### src/rtl/pe_array_ctrl.sv
// Sequencer for the convolution PE array: ifmap-group / filter-group loops,
// buffer load handshake and parallel or one-hot PE dispatch. Optional WAIT watchdog under PE_TIMEOUT_EN.
module pe_array_ctrl #(
    parameter int PE_COUNT = 3,
    parameter int CNT_W    = 8,
    parameter int TIMEOUT  = 1024
) (
    input  logic                clk,
    input  logic                rst,
    input  logic                start,
    input  logic [CNT_W-1:0]    num_ifg,
    input  logic [CNT_W-1:0]    num_filtg,
    input  logic                mode,
    input  logic                if_load_done,
    input  logic [PE_COUNT-1:0] pe_done,
    output logic                busy,
    output logic                rst_dp,
    output logic                ifwen,
    output logic                sel_addr,
    output logic [PE_COUNT-1:0] start_pe,
    output logic [PE_COUNT-1:0] pe_sel,
    output logic [CNT_W-1:0]    ifg_idx,
    output logic [CNT_W-1:0]    filtg_idx,
    output logic                mod,
    output logic                done_all,
    output logic                err
);

    localparam logic [2:0] S_IDLE     = 3'd0;
    localparam logic [2:0] S_CLR      = 3'd1;
    localparam logic [2:0] S_LOAD     = 3'd2;
    localparam logic [2:0] S_DISPATCH = 3'd3;
    localparam logic [2:0] S_WAIT     = 3'd4;
    localparam logic [2:0] S_ADVANCE  = 3'd5;
    localparam logic [2:0] S_DONE     = 3'd6;

    generate
        if (PE_COUNT < 1 || TIMEOUT < 1) begin : g_bad_param
            $error("pe_array_ctrl: PE_COUNT and TIMEOUT must be >= 1");
        end
    endgenerate

    // A programmed count of zero runs the loop once, same as a count of one.
    function automatic logic [CNT_W-1:0] eff_count(input logic [CNT_W-1:0] n);
        return (n == '0) ? CNT_W'(1) : n;
    endfunction

    function automatic logic [PE_COUNT-1:0] first_sel(input logic m);
        return m ? PE_COUNT'(1) : '1;
    endfunction

    logic [2:0]          state;
    logic [CNT_W-1:0]    ifg_cnt;
    logic [CNT_W-1:0]    filtg_cnt;
    logic [PE_COUNT-1:0] done_sticky;
    logic [PE_COUNT-1:0] done_now;
    logic                sel_done;
    logic [CNT_W-1:0]    filtg_next;
    logic [CNT_W-1:0]    ifg_next;
    logic                timeout_hit;

    assign done_now   = done_sticky | pe_done;
    assign sel_done   = ((done_now & pe_sel) == pe_sel);
    assign filtg_next = filtg_idx + CNT_W'(1);
    assign ifg_next   = ifg_idx + CNT_W'(1);

`ifdef PE_TIMEOUT_EN
    localparam int TO_W = $clog2(TIMEOUT + 1);
    logic [TO_W-1:0] wait_cnt;
    assign timeout_hit = (state == S_WAIT) && (wait_cnt == TO_W'(TIMEOUT - 1));
`else
    assign timeout_hit = 1'b0;
    assign err         = 1'b0;
`endif

    always_ff @(posedge clk or negedge rst) begin
        if (!rst) begin
            state       <= S_IDLE;
            ifg_cnt     <= '0;
            filtg_cnt   <= '0;
            ifg_idx     <= '0;
            filtg_idx   <= '0;
            pe_sel      <= '0;
            mod         <= 1'b0;
            done_sticky <= '0;
`ifdef PE_TIMEOUT_EN
            wait_cnt    <= '0;
            err         <= 1'b0;
`endif
        end else begin
            case (state)
                S_IDLE: begin
                    if (start) begin
                        ifg_cnt   <= eff_count(num_ifg);
                        filtg_cnt <= eff_count(num_filtg);
                        mod       <= mode;
                        ifg_idx   <= '0;
                        filtg_idx <= '0;
                        pe_sel    <= first_sel(mode);
`ifdef PE_TIMEOUT_EN
                        err       <= 1'b0;
`endif
                        state     <= S_CLR;
                    end
                end
                S_CLR: state <= S_LOAD;
                S_LOAD: begin
                    if (if_load_done) state <= S_DISPATCH;
                end
                S_DISPATCH: begin
                    // Completions seen during the start pulse are stale and dropped here.
                    done_sticky <= done_sticky & ~pe_sel;
`ifdef PE_TIMEOUT_EN
                    wait_cnt    <= '0;
`endif
                    state       <= S_WAIT;
                end
                S_WAIT: begin
                    done_sticky <= done_now;
`ifdef PE_TIMEOUT_EN
                    wait_cnt    <= wait_cnt + TO_W'(1);
`endif
                    if (sel_done) begin
                        state <= S_ADVANCE;
                    end else if (timeout_hit) begin
`ifdef PE_TIMEOUT_EN
                        err   <= 1'b1;
`endif
                        state <= S_DONE;
                    end
                end
                S_ADVANCE: begin
                    if (mod && !pe_sel[PE_COUNT-1]) begin
                        pe_sel <= pe_sel << 1;
                        state  <= S_DISPATCH;
                    end else begin
                        pe_sel <= first_sel(mod);
                        if (filtg_next == filtg_cnt) begin
                            filtg_idx <= '0;
                            ifg_idx   <= ifg_next;
                            state     <= (ifg_next == ifg_cnt) ? S_DONE : S_CLR;
                        end else begin
                            filtg_idx <= filtg_next;
                            state     <= S_DISPATCH;
                        end
                    end
                end
                S_DONE:  state <= S_IDLE;
                default: state <= S_IDLE;
            endcase
        end
    end

    assign busy     = (state != S_IDLE);
    assign rst_dp   = (state == S_CLR);
    assign ifwen    = (state == S_LOAD);
    assign sel_addr = (state == S_DISPATCH) || (state == S_WAIT) || (state == S_ADVANCE);
    assign start_pe = (state == S_DISPATCH) ? pe_sel : '0;
    assign done_all = (state == S_DONE);

endmodule

### config.mk
export PLATFORM = sky130hd
export DESIGN_NAME = pe_array_ctrl
export DESIGN_NICKNAME = d
export VERILOG_FILES = /design/src/rtl/pe_array_ctrl.sv
export SDC_FILE = /design/constraint.sdc
export NUM_CORES = 1
export LEC_CHECK = 0
export BUFFER_PORTS_ARGS = -buffer_cell sky130_fd_sc_hd__buf_2
export CORE_MARGIN = 3
export CORE_UTILIZATION = 30
export DETAILED_ROUTE_END_ITERATION = 8
export HOLD_SLACK_MARGIN = 0.02
export SYNTH_ARGS = -nofsm -noshare
export SYNTH_HDL_FRONTEND = slang
export SYNTH_SLANG_ARGS = --single-unit
### constraint.sdc
create_clock -name clk -period 3.26 [get_ports clk]
set_input_delay 0.326 -clock clk [delete_from_list [all_inputs] [get_ports clk]]
set_output_delay 0.326 -clock clk [all_outputs]
set_load 0.05 [all_outputs]
Word-level counts from Yosys, hierarchy flattened
Cells that the tools add are included.

Register bits: 42. Input port bits: 24. Word-level logic and storage cells: 66.

$add $sub $neg: 2. Eq/ne operators: 14. Muxes and demuxes: 23. Bitwise gates (word level): 4. Reduce and logical (&&, ||, !) cells: 15.

Operators by type and width (count): two-way mux 8 bit (7); two-way mux 3 bit (11); case mux 8 bit (2 select lines) (2); case mux 3 bit (6 select lines) (1); adder 8 x 1 -> 8 bit (second input constant) (2); == test 8 bit (2); logical NOT 8 bit (2); case mux 3 bit (2 select lines) (2); inequality test 2 bit (second input constant) (5); == test 3 bit (second input constant) (3); AND 3 bit (2); == test 3 x 2 -> 1 bit (second input constant) (2); AND reduction 3 bit (2); AND reduction 2 bit (2); AND reduction 4 bit (1); nonzero test 2 bit (2); == test 3 x 1 -> 1 bit (second input constant) (1); == test 3 bit (1); logical NOT 3 bit (1); inverter 3 bit (1); bitwise OR 3 bit (1); nonzero test 3 bit (1); logical OR 1 bit (2); logical AND 1 bit (1); logical NOT 1 bit (1).

Depth between registers and ports, before layout
Gate-level depths: netlist of the first run.

Word-level depth: 6. Mapped depth: 9.

Worst setup path before layout of the first run
OpenSTA, ideal clock, no wires.

Kind: register to register. Start: reg filtg_idx[0]. End: reg ifg_idx[0]. Library setup time: 0.155 ns. Arrival: 2.757 ns. Required time: 3.105 ns. Setup slack: 0.348 ns. Cell stages (with the launch flop): 9. Buffers on the path: 1. Clock period less this slack: 2.912 ns. Path through: dfrtp_1 ha_1 or3b_1 a211oi_2 nor3_1 or3_1 buf_2 or4_4 mux2i_1.

Cells in the longest elaborated chain, start to end: 4.

Ends and longest elaborated chain: start, declared (line 23) `output logic [CNT_W-1:0] filtg_idx,`; start signal, assigned (line 143) `filtg_idx <= filtg_next;`; adder 8 x 1 -> 8 bit (line 64) `assign filtg_next = filtg_idx + CNT_W'(1);`; == test 8 bit (line 138) `if (filtg_next == filtg_cnt) begin`; inequality test 2 bit (no source line); AND reduction 4 bit (no source line); end signal, assigned (line 140) `ifg_idx <= ifg_next;`; end, declared (line 22) `output logic [CNT_W-1:0] ifg_idx,`.

Every way passes these cells. A chain may end at the register's enable or synchronous reset.

Final worst setup path of the first run
Ends and elaborated chain as after synthesis.

==> results of run 1 <==
## cells in the mapped netlist, types with 2 or more instances
cell type | n | area, um^2
nor3b_1 | 2 | 15.01
ha_1 | 2 | 25.02
xnor2_1 | 9 | 78.83
or2_2 | 5 | 31.28
nand4_1 | 2 | 12.51
xor2_1 | 7 | 61.31
dfrtp_1 | 42 | 1051
o311ai_0 | 6 | 52.55
a21o_1 | 2 | 15.01
o21ai_0 | 18 | 90.09
a221o_1 | 2 | 20.02
o211ai_1 | 4 | 30.03
nor2_1 | 13 | 48.80
buf_2 | 2 | 10.01
a21oi_1 | 13 | 65.06
mux2i_1 | 2 | 20.02
or3_1 | 6 | 37.54
nand2b_1 | 2 | 12.51
nand3_1 | 10 | 50.05
a32oi_1 | 3 | 26.28
and3_1 | 3 | 18.77
clkbuf_1 | 17 | 63.81
o21a_1 | 3 | 22.52
a31o_2 | 2 | 17.52
nor2b_1 | 6 | 37.54
nand2_1 | 83 | 311.6
and2_1 | 5 | 31.28
nor3_1 | 10 | 50.05
nor4_1 | 14 | 87.58
inv_1 | 9 | 33.78
## cells by family (layout without fill, tap and decap cells)
group	Yosys count	count (layout)	share of synthesized area (%)
simple gates	167	167	30.69
compound gates	63	63	16.35
flops	42	42	40.40
buf+inv	30	69	4.858
xor+xnor	16	16	5.387
mux	3	3	1.203
fa+ha+maj	2	2	0.9618
other cells	1	1	0.1442
## final cells by class
class / count / area [um^2] / share of cell area (%)
Multi-Input combinational cell: 252 / 1424 / 46.75
Clock inverter: 2 / 60.06 / 1.972
Sequential cell: 42 / 1051 / 34.51
Timing Repair Buffer: 52 / 262.8 / 8.628
Clock buffer: 6 / 82.58 / 2.712
Tap cell: 105 / 131.4 / 4.314
Inverter: 9 / 33.78 / 1.109
## placed cells by master (no fill, tap or decap), drive strengths merged, types with 7 or more instances in the layout
cell and n:
nor2 13, buf 52, nand2 83, dfrtp 42
o21ai 19, a21oi 13, inv 9, nor3 10
xor2 7, nor4 14, nand3 10, xnor2 9
## power groups by stage
| stage | sequential, mW | clock (mW) | combinational [mW] |
|---|---|---|---|
| after CTS | 0.862 | 0.523 | 1.12 |
| after detailed placement | 0.873 | 0 | 1.11 |
| after floorplan | 0.899 | 0 | 0.814 |
| after global placement | 0.864 | 0 | 1.11 |
| final | 0.863 | 0.517 | 1.11 |
| after global routing | 0.891 | 0.542 | 1.23 |
## worst max-delay path: stages (launching register included)
cell and delay [ns]:
dfrtp_1 0.44, ha_1 0.28, or3b_1 0.39, a211oi_2 0.23
nor3_1 0.08, or3_1 0.61, or4_4 0.59, mux2i_1 0.14
## how the worst min path moves through the flow
stage	startpoint	end	slack, ns	cells past startpoint
6_report	rst	state[2]	0.17	1
5_1_grt	num_filtg[3]	filtg_cnt[3]	0.24	3
4_1_cts	rst	state[0]	0.21	1
3_5_place_dp	ifg_cnt[1]	ifg_cnt[1]	0.49	2
3_3_place_gp	ifg_cnt[7]	ifg_cnt[7]	0.48	2
2_1_floorplan	rst	done_sticky[0]	0.03	0
## registers in the layout, summed over array words and instances (netlist names)
signal       count
filtg_cnt        8
filtg_idx        8
ifg_cnt          8
ifg_idx          8
done_sticky      3
pe_sel           3
state            3
mod              1
## metrics by stage
step	total power [mW]	cells	hold slack (ns)	worst slack, ns
finish	2.489	468	0.1695	0.3663
global route	2.668	468	0.2396	0.2015
CTS	2.502	468	0.2118	0.3570
detailed placement	1.983	460	0.4911	0.4211
global placement	1.971	460	0.4842	0.4867
floorplan	1.713	324	0.03041	0.3482
## routing by layer
| metal | up-vias | GRT usage, % | routed length (um) |
|---|---|---|---|
| li1 | 1217 | - | - |
| met1 | 1161 | 20.31 | 3388 |
| met2 | 43 | 20.45 | 2994 |
| met3 | 7 | 2.174 | 259 |
| met4 | 0 | 4.307 | 85 |
| met5 | - | 0 | 0 |
==> impl_metrics.prom, run 1 <==
# TYPE chip_impl_metric gauge
chip_impl_metric{name="gpl.final_weighted_congestion",unit=""} 0.7794
chip_impl_metric{name="cp_data_arrival_time",unit="ns"} 3.06
chip_impl_info{name="setup.worst_path.start_class",value="flip-flop"} 1
chip_impl_metric{name="min_period_over_period",unit="%"} 88.77
chip_impl_metric{name="dpl_cell_area",unit="mm^2"} 0.002903
chip_impl_metric{name="timing.setup.tns",unit="ns"} 0
chip_impl_metric{name="cellPowerDensity",unit="mW/mm^2"} 817.3
chip_impl_metric{name="detailed_place_hpwl",unit="um"} 4953
chip_impl_metric{name="floorplan.core_area",unit="mm^2"} 0.008299
chip_impl_metric{name="timing.clock.skew",unit="ns"} 0.008032
chip_impl_metric{name="first_iter_violations",unit=""} 107
chip_impl_metric{name="synth_cells",unit=""} 324
chip_impl_metric{name="timing_worst_slew_pin_value",unit="ns"} 0.9336
chip_impl_metric{name="synth_sequential_area_ratio",unit="%"} 40.40
chip_impl_metric{name="p_sw_share",unit="%"} 45.70
chip_impl_metric{name="route.vias.total",unit=""} 2428
chip_impl_metric{name="synthesis.yosys.warnings",unit=""} 0
chip_impl_metric{name="antennaDiodeCount",unit=""} 0
chip_impl_info{name="rr_endpoint",value="ifg_idx[0]"} 1
chip_impl_info{name="cp-endpoint",value="ifg_idx[0]"} 1
chip_impl_metric{name="final_hold_viol_count",unit=""} 0
chip_impl_metric{name="tritoncts.num_buffers",unit=""} 5
chip_impl_metric{name="finalMaxSlewViolations",unit=""} 0
chip_impl_metric{name="ys_ff_latch",unit=""} 42
chip_impl_metric{name="share_of_the_core_filled_with_cells",unit="%"} 36.70
chip_impl_metric{name="remaining_global_route_overflow",unit=""} 0
chip_impl_metric{name="max_slew_margin",unit="%"} 37.76
chip_impl_metric{name="fp.dieArea",unit="mm^2"} 0.009824
chip_impl_metric{name="clock_sink_count",unit=""} 42
chip_impl_metric{name="clk_pin_slew",unit="ns"} 0.09
chip_impl_metric{name="power_frac_clock",unit="%"} 20.8
chip_impl_metric{name="placement.io_buffers",unit=""} 51
chip_impl_info{name="criticalPathCategory",value="flip-flop to flip-flop"} 1
chip_impl_metric{name="first_global_vias",unit=""} 2247
chip_impl_metric{name="synth-edff-count",unit=""} 0
chip_impl_metric{name="wl_per_cell",unit="um"} 14.37
chip_impl_metric{name="wire_length_of_the_first_global_routing_pass",unit="um"} 11040
chip_impl_info{name="clock_tree_from_tritoncts",value="done"} 1
chip_impl_metric{name="cts_setup_buffers",unit=""} 0
chip_impl_metric{name="post_cts_hold_buffer_count",unit=""} 0
chip_impl_metric{name="power_report.internal_total",unit="mW"} 1.352
chip_impl_metric{name="nNetsFinal",unit=""} 388
chip_impl_info{name="worst_setup_path_startpoint",value="filtg_idx[0]"} 1
chip_impl_metric{name="pwr-share-seq",unit="%"} 34.7
chip_impl_metric{name="clk-insertion-delay-late",unit="ns"} 0.30
chip_impl_metric{name="drt_pre_antenna_iters",unit=""} 4
chip_impl_metric{name="postCtsResizedCells",unit=""} 0
chip_impl_metric{name="cts.htree.levels",unit=""} 2
chip_impl_metric{name="post_synth.cell_area_avg",unit="um^2"} 8.029
chip_impl_info{name="status",value="completed"} 1
chip_impl_info{name="crit-reg2reg-launch",value="filtg_idx[0]"} 1
chip_impl_info{name="end_kind",value="flip-flop"} 1
chip_impl_metric{name="mappedNetlistArea",unit="mm^2"} 0.002601
chip_impl_metric{name="die_height",unit="um"} 99.12
chip_impl_metric{name="vdd.ir_drop.worst",unit="V"} 0.0003043
chip_impl_metric{name="nFillCells",unit=""} 862
chip_impl_metric{name="fmaxAchievable",unit="MHz"} 345.6
chip_impl_metric{name="maximum_number_of_pins_on_one_net_before_global_route_repair",unit=""} 43
chip_impl_metric{name="grt_antenna_before_repair",unit=""} 0
chip_impl_metric{name="final_antenna_net_count",unit=""} 0
chip_impl_metric{name="die_w",unit="um"} 99.12
chip_impl_metric{name="cap_violations",unit=""} 0
chip_impl_metric{name="setup.reg_to_reg.worst_slack",unit="ns"} 0.37
chip_impl_metric{name="drive_gt1_share",unit="%"} 19.28
chip_impl_info{name="cts-root-buf",value="clkbuf_8"} 1
chip_impl_metric{name="site_row_count",unit=""} 33
chip_impl_metric{name="critical_path_required",unit="ns"} 3.43
chip_impl_metric{name="via_per_inst",unit=""} 5.188
chip_impl_metric{name="grt_use_total",unit="%"} 13.70
chip_impl_metric{name="areaGrowthSynthToFinish",unit="%"} 17.08
chip_impl_metric{name="drt_drc_violations_left",unit=""} 0
chip_impl_metric{name="mappedNetlistNets",unit=""} 350
chip_impl_metric{name="power.combinational.fraction",unit="%"} 44.5
chip_impl_metric{name="synth_async_sr_flop_share",unit="%"} 100.0
chip_impl_metric{name="cellLeakagePower",unit="nW"} 1.406
chip_impl_metric{name="power.net_switching",unit="mW"} 1.138
chip_impl_metric{name="ctsLongestPathBuffers",unit=""} 2
chip_impl_metric{name="netlist-cell-type-count",unit=""} 50
chip_impl_metric{name="initial_utilization",unit="%"} 31.34
chip_impl_info{name="min_delay_path_class",value="input pin to async pin"} 1
chip_impl_info{name="rsz0062_at_grt",value="no"} 1
chip_impl_metric{name="final_area",unit="mm^2"} 0.003045
chip_impl_metric{name="postRouteWirelength",unit="um"} 6727
chip_impl_metric{name="setup_viol",unit=""} 0
chip_impl_info{name="yosys_most_used_dff",value="dfrtp_1"} 1
chip_impl_metric{name="io_pins",unit=""} 53
chip_impl_metric{name="reg2reg_path_depth",unit=""} 7
chip_impl_metric{name="final_period_minus_worst_setup_slack",unit="ns"} 2.894
chip_impl_metric{name="critical_path.max_fanout",unit=""} 16
No activity file was read; power rests on OpenSTA's default activity.
==> run 2, diff against run 1 <==
CORE_ASPECT_RATIO = 1.1   (was default)
==> impl_metrics.prom, run 2 (same netlist as run 1, synthesis figures left out) <==
# TYPE chip_impl_metric gauge
chip_impl_metric{name="clock_sink_count",unit=""} 42
chip_impl_metric{name="postCtsResizedCells",unit=""} 0
chip_impl_metric{name="postRouteWirelength",unit="um"} 6994
chip_impl_metric{name="count_of_buffer_and_inverter_cells_on_the_critical_path",unit=""} 0
chip_impl_metric{name="wl_per_cell",unit="um"} 14.72
chip_impl_metric{name="fin_total_pwr",unit="mW"} 2.355
chip_impl_metric{name="drive_gt1_share",unit="%"} 19.23
chip_impl_metric{name="site_row_count",unit=""} 35
chip_impl_metric{name="final_antenna_net_count",unit=""} 0
chip_impl_metric{name="grt_antenna_before_repair",unit=""} 0
chip_impl_metric{name="fmaxAchievable",unit="MHz"} 347.0
chip_impl_metric{name="placement.io_buffers",unit=""} 51
chip_impl_info{name="status",value="completed"} 1
chip_impl_info{name="timing.critical_path.max_delay_family",value="simple AND/OR/NAND/NOR gates"} 1
chip_impl_metric{name="cellLeakagePower",unit="nW"} 1.388
chip_impl_info{name="crit-reg2reg-launch",value="filtg_idx[0]"} 1
chip_impl_metric{name="detailed_place_hpwl",unit="um"} 5107
chip_impl_metric{name="final_period_minus_worst_setup_slack",unit="ns"} 2.882
chip_impl_metric{name="first_global_vias",unit=""} 2439
chip_impl_metric{name="drt_drc_violations_left",unit=""} 0
chip_impl_info{name="end_kind",value="flip-flop"} 1
chip_impl_metric{name="timing.setup.tns",unit="ns"} 0
chip_impl_metric{name="critical_path.max_fanout",unit=""} 16
chip_impl_metric{name="floorplan.core_area",unit="mm^2"} 0.008408
chip_impl_metric{name="max_slew_margin",unit="%"} 35.26
chip_impl_metric{name="finalMaxSlewViolations",unit=""} 0
chip_impl_info{name="setup.worst_path.start_class",value="flip-flop"} 1
chip_impl_metric{name="cp_data_arrival_time",unit="ns"} 3.05
chip_impl_info{name="min_delay_path_class",value="input pin to async pin"} 1
chip_impl_metric{name="remaining_global_route_overflow",unit=""} 0
chip_impl_metric{name="critical_path_required",unit="ns"} 3.43
chip_impl_info{name="mostFrequentLayoutCell",value="nand2_1"} 1
chip_impl_info{name="rsz0062_at_grt",value="no"} 1
chip_impl_metric{name="nFillCells",unit=""} 917
chip_impl_metric{name="cellPowerDensity",unit="mW/mm^2"} 782.8
chip_impl_metric{name="maximum_number_of_pins_on_one_net_before_global_route_repair",unit=""} 43
chip_impl_metric{name="die_w",unit="um"} 94.79
chip_impl_info{name="worst_setup_path_startpoint",value="filtg_idx[0]"} 1
chip_impl_metric{name="route.vias.total",unit=""} 2457
chip_impl_metric{name="first_iter_violations",unit=""} 143
chip_impl_info{name="criticalPathCategory",value="flip-flop to flip-flop"} 1
chip_impl_info{name="clock_tree_from_tritoncts",value="done"} 1
chip_impl_info{name="crit_slowest_cell",value="or3_1"} 1
chip_impl_metric{name="finalHoldWorstSlack",unit="ns"} 0.1762
chip_impl_metric{name="timing_worst_slew_pin_value",unit="ns"} 0.9711
chip_impl_info{name="cell_by_cell_listing_of_the_critical_path",value="ha_1 > or3b_1 > a211oi_2 > nor3_1 > or3_1 > or4_4 > mux2i_1"} 1
chip_impl_metric{name="min_period_over_period",unit="%"} 88.40
chip_impl_metric{name="tritoncts.num_buffers",unit=""} 5
chip_impl_metric{name="areaGrowthSynthToFinish",unit="%"} 15.68
chip_impl_metric{name="via_per_inst",unit=""} 5.173
chip_impl_metric{name="vdd.ir_drop.worst",unit="V"} 0.0002041
chip_impl_metric{name="antennaDiodeCount",unit=""} 0
chip_impl_metric{name="post_cts_hold_buffer_count",unit=""} 0
chip_impl_metric{name="cap_violations",unit=""} 0
chip_impl_metric{name="grt_use_total",unit="%"} 14.67
chip_impl_metric{name="gpl.final_weighted_congestion",unit=""} 0.8452
chip_impl_info{name="mostFrequentLayoutCells",value="nand2_1 (83), buf_2 (51), dfrtp_1 (42)"} 1
chip_impl_metric{name="cts.htree.levels",unit=""} 2
chip_impl_metric{name="clk_pin_slew",unit="ns"} 0.08
chip_impl_metric{name="ctsLongestPathBuffers",unit=""} 2
chip_impl_metric{name="io_pins",unit=""} 53
chip_impl_metric{name="die_height",unit="um"} 103.7
chip_impl_metric{name="wire_length_of_the_first_global_routing_pass",unit="um"} 11850
chip_impl_metric{name="fp.dieArea",unit="mm^2"} 0.009825
chip_impl_metric{name="clk-insertion-delay-late",unit="ns"} 0.29
chip_impl_metric{name="cp_slowest_stage_delay",unit="ns"} 0.60
chip_impl_metric{name="cts_setup_buffers",unit=""} 0
chip_impl_info{name="cts-root-buf",value="clkbuf_8"} 1
chip_impl_metric{name="nNetsFinal",unit=""} 389
chip_impl_metric{name="final_hold_viol_count",unit=""} 0
chip_impl_metric{name="setup_viol",unit=""} 0
chip_impl_metric{name="drt_pre_antenna_iters",unit=""} 6
chip_impl_metric{name="timing.clock.skew",unit="ns"} 0.003645
chip_impl_metric{name="initial_utilization",unit="%"} 30.94
## run 2: final cells by class
class	instances	area [um^2]	area share, %
Tap cell	111	138.9	4.615
Clock buffer	7	86.33	2.869
Multi-Input combinational cell	252	1424	47.32
Sequential cell	42	1051	34.93
Inverter	9	33.78	1.123
Timing Repair Buffer	53	270.3	8.981
Clock inverter	1	5.005	0.1663
## run 2: routing by layer
layer	vias to the layer above	global-route usage [%]	share of wire, %
li1	1218	-	-
met1	1181	20.10	46
met2	52	23.63	48
met3	6	2.614	4.5
met4	0	3.918	1.0
met5	-	0	0
## run 2: stage by stage
step / setup slack [ns] / instances / util [%] / area, um^2
after floorplan: 0.3482 / 324 / - / 2601
after global placement: 0.4965 / 467 / 34.70 / 2918
after detailed placement: 0.4108 / 467 / 34.70 / 2918
after CTS: 0.3906 / 475 / 35.79 / 3009
after global routing: 0.1406 / 475 / 35.79 / 3009
final: 0.3781 / 475 / 35.79 / 3009
## run 2: power breakdown
| part | switching, mW | total [mW] | internal (mW) |
|---|---|---|---|
| Combinational | 0.786 | 1.14 | 0.356 |
| Sequential | 0.182 | 0.861 | 0.679 |
| Clock | 0.181 | 0.352 | 0.171 |
## run 2: path summary, 6_finish.rpt
path / end / slack [ns] / depth (start not counted)
hold reg to reg: filtg_cnt[4] / 0.50 / 2
max in group asynchronous: mod / 2.47 / 1
hold / removal: filtg_idx[7] / 0.18 / 1
min in group clk: filtg_cnt[7] / 0.23 / 3
setup reg to reg: ifg_idx[0] / 0.38 / 7
setup / recovery: ifg_idx[0] / 0.38 / 7
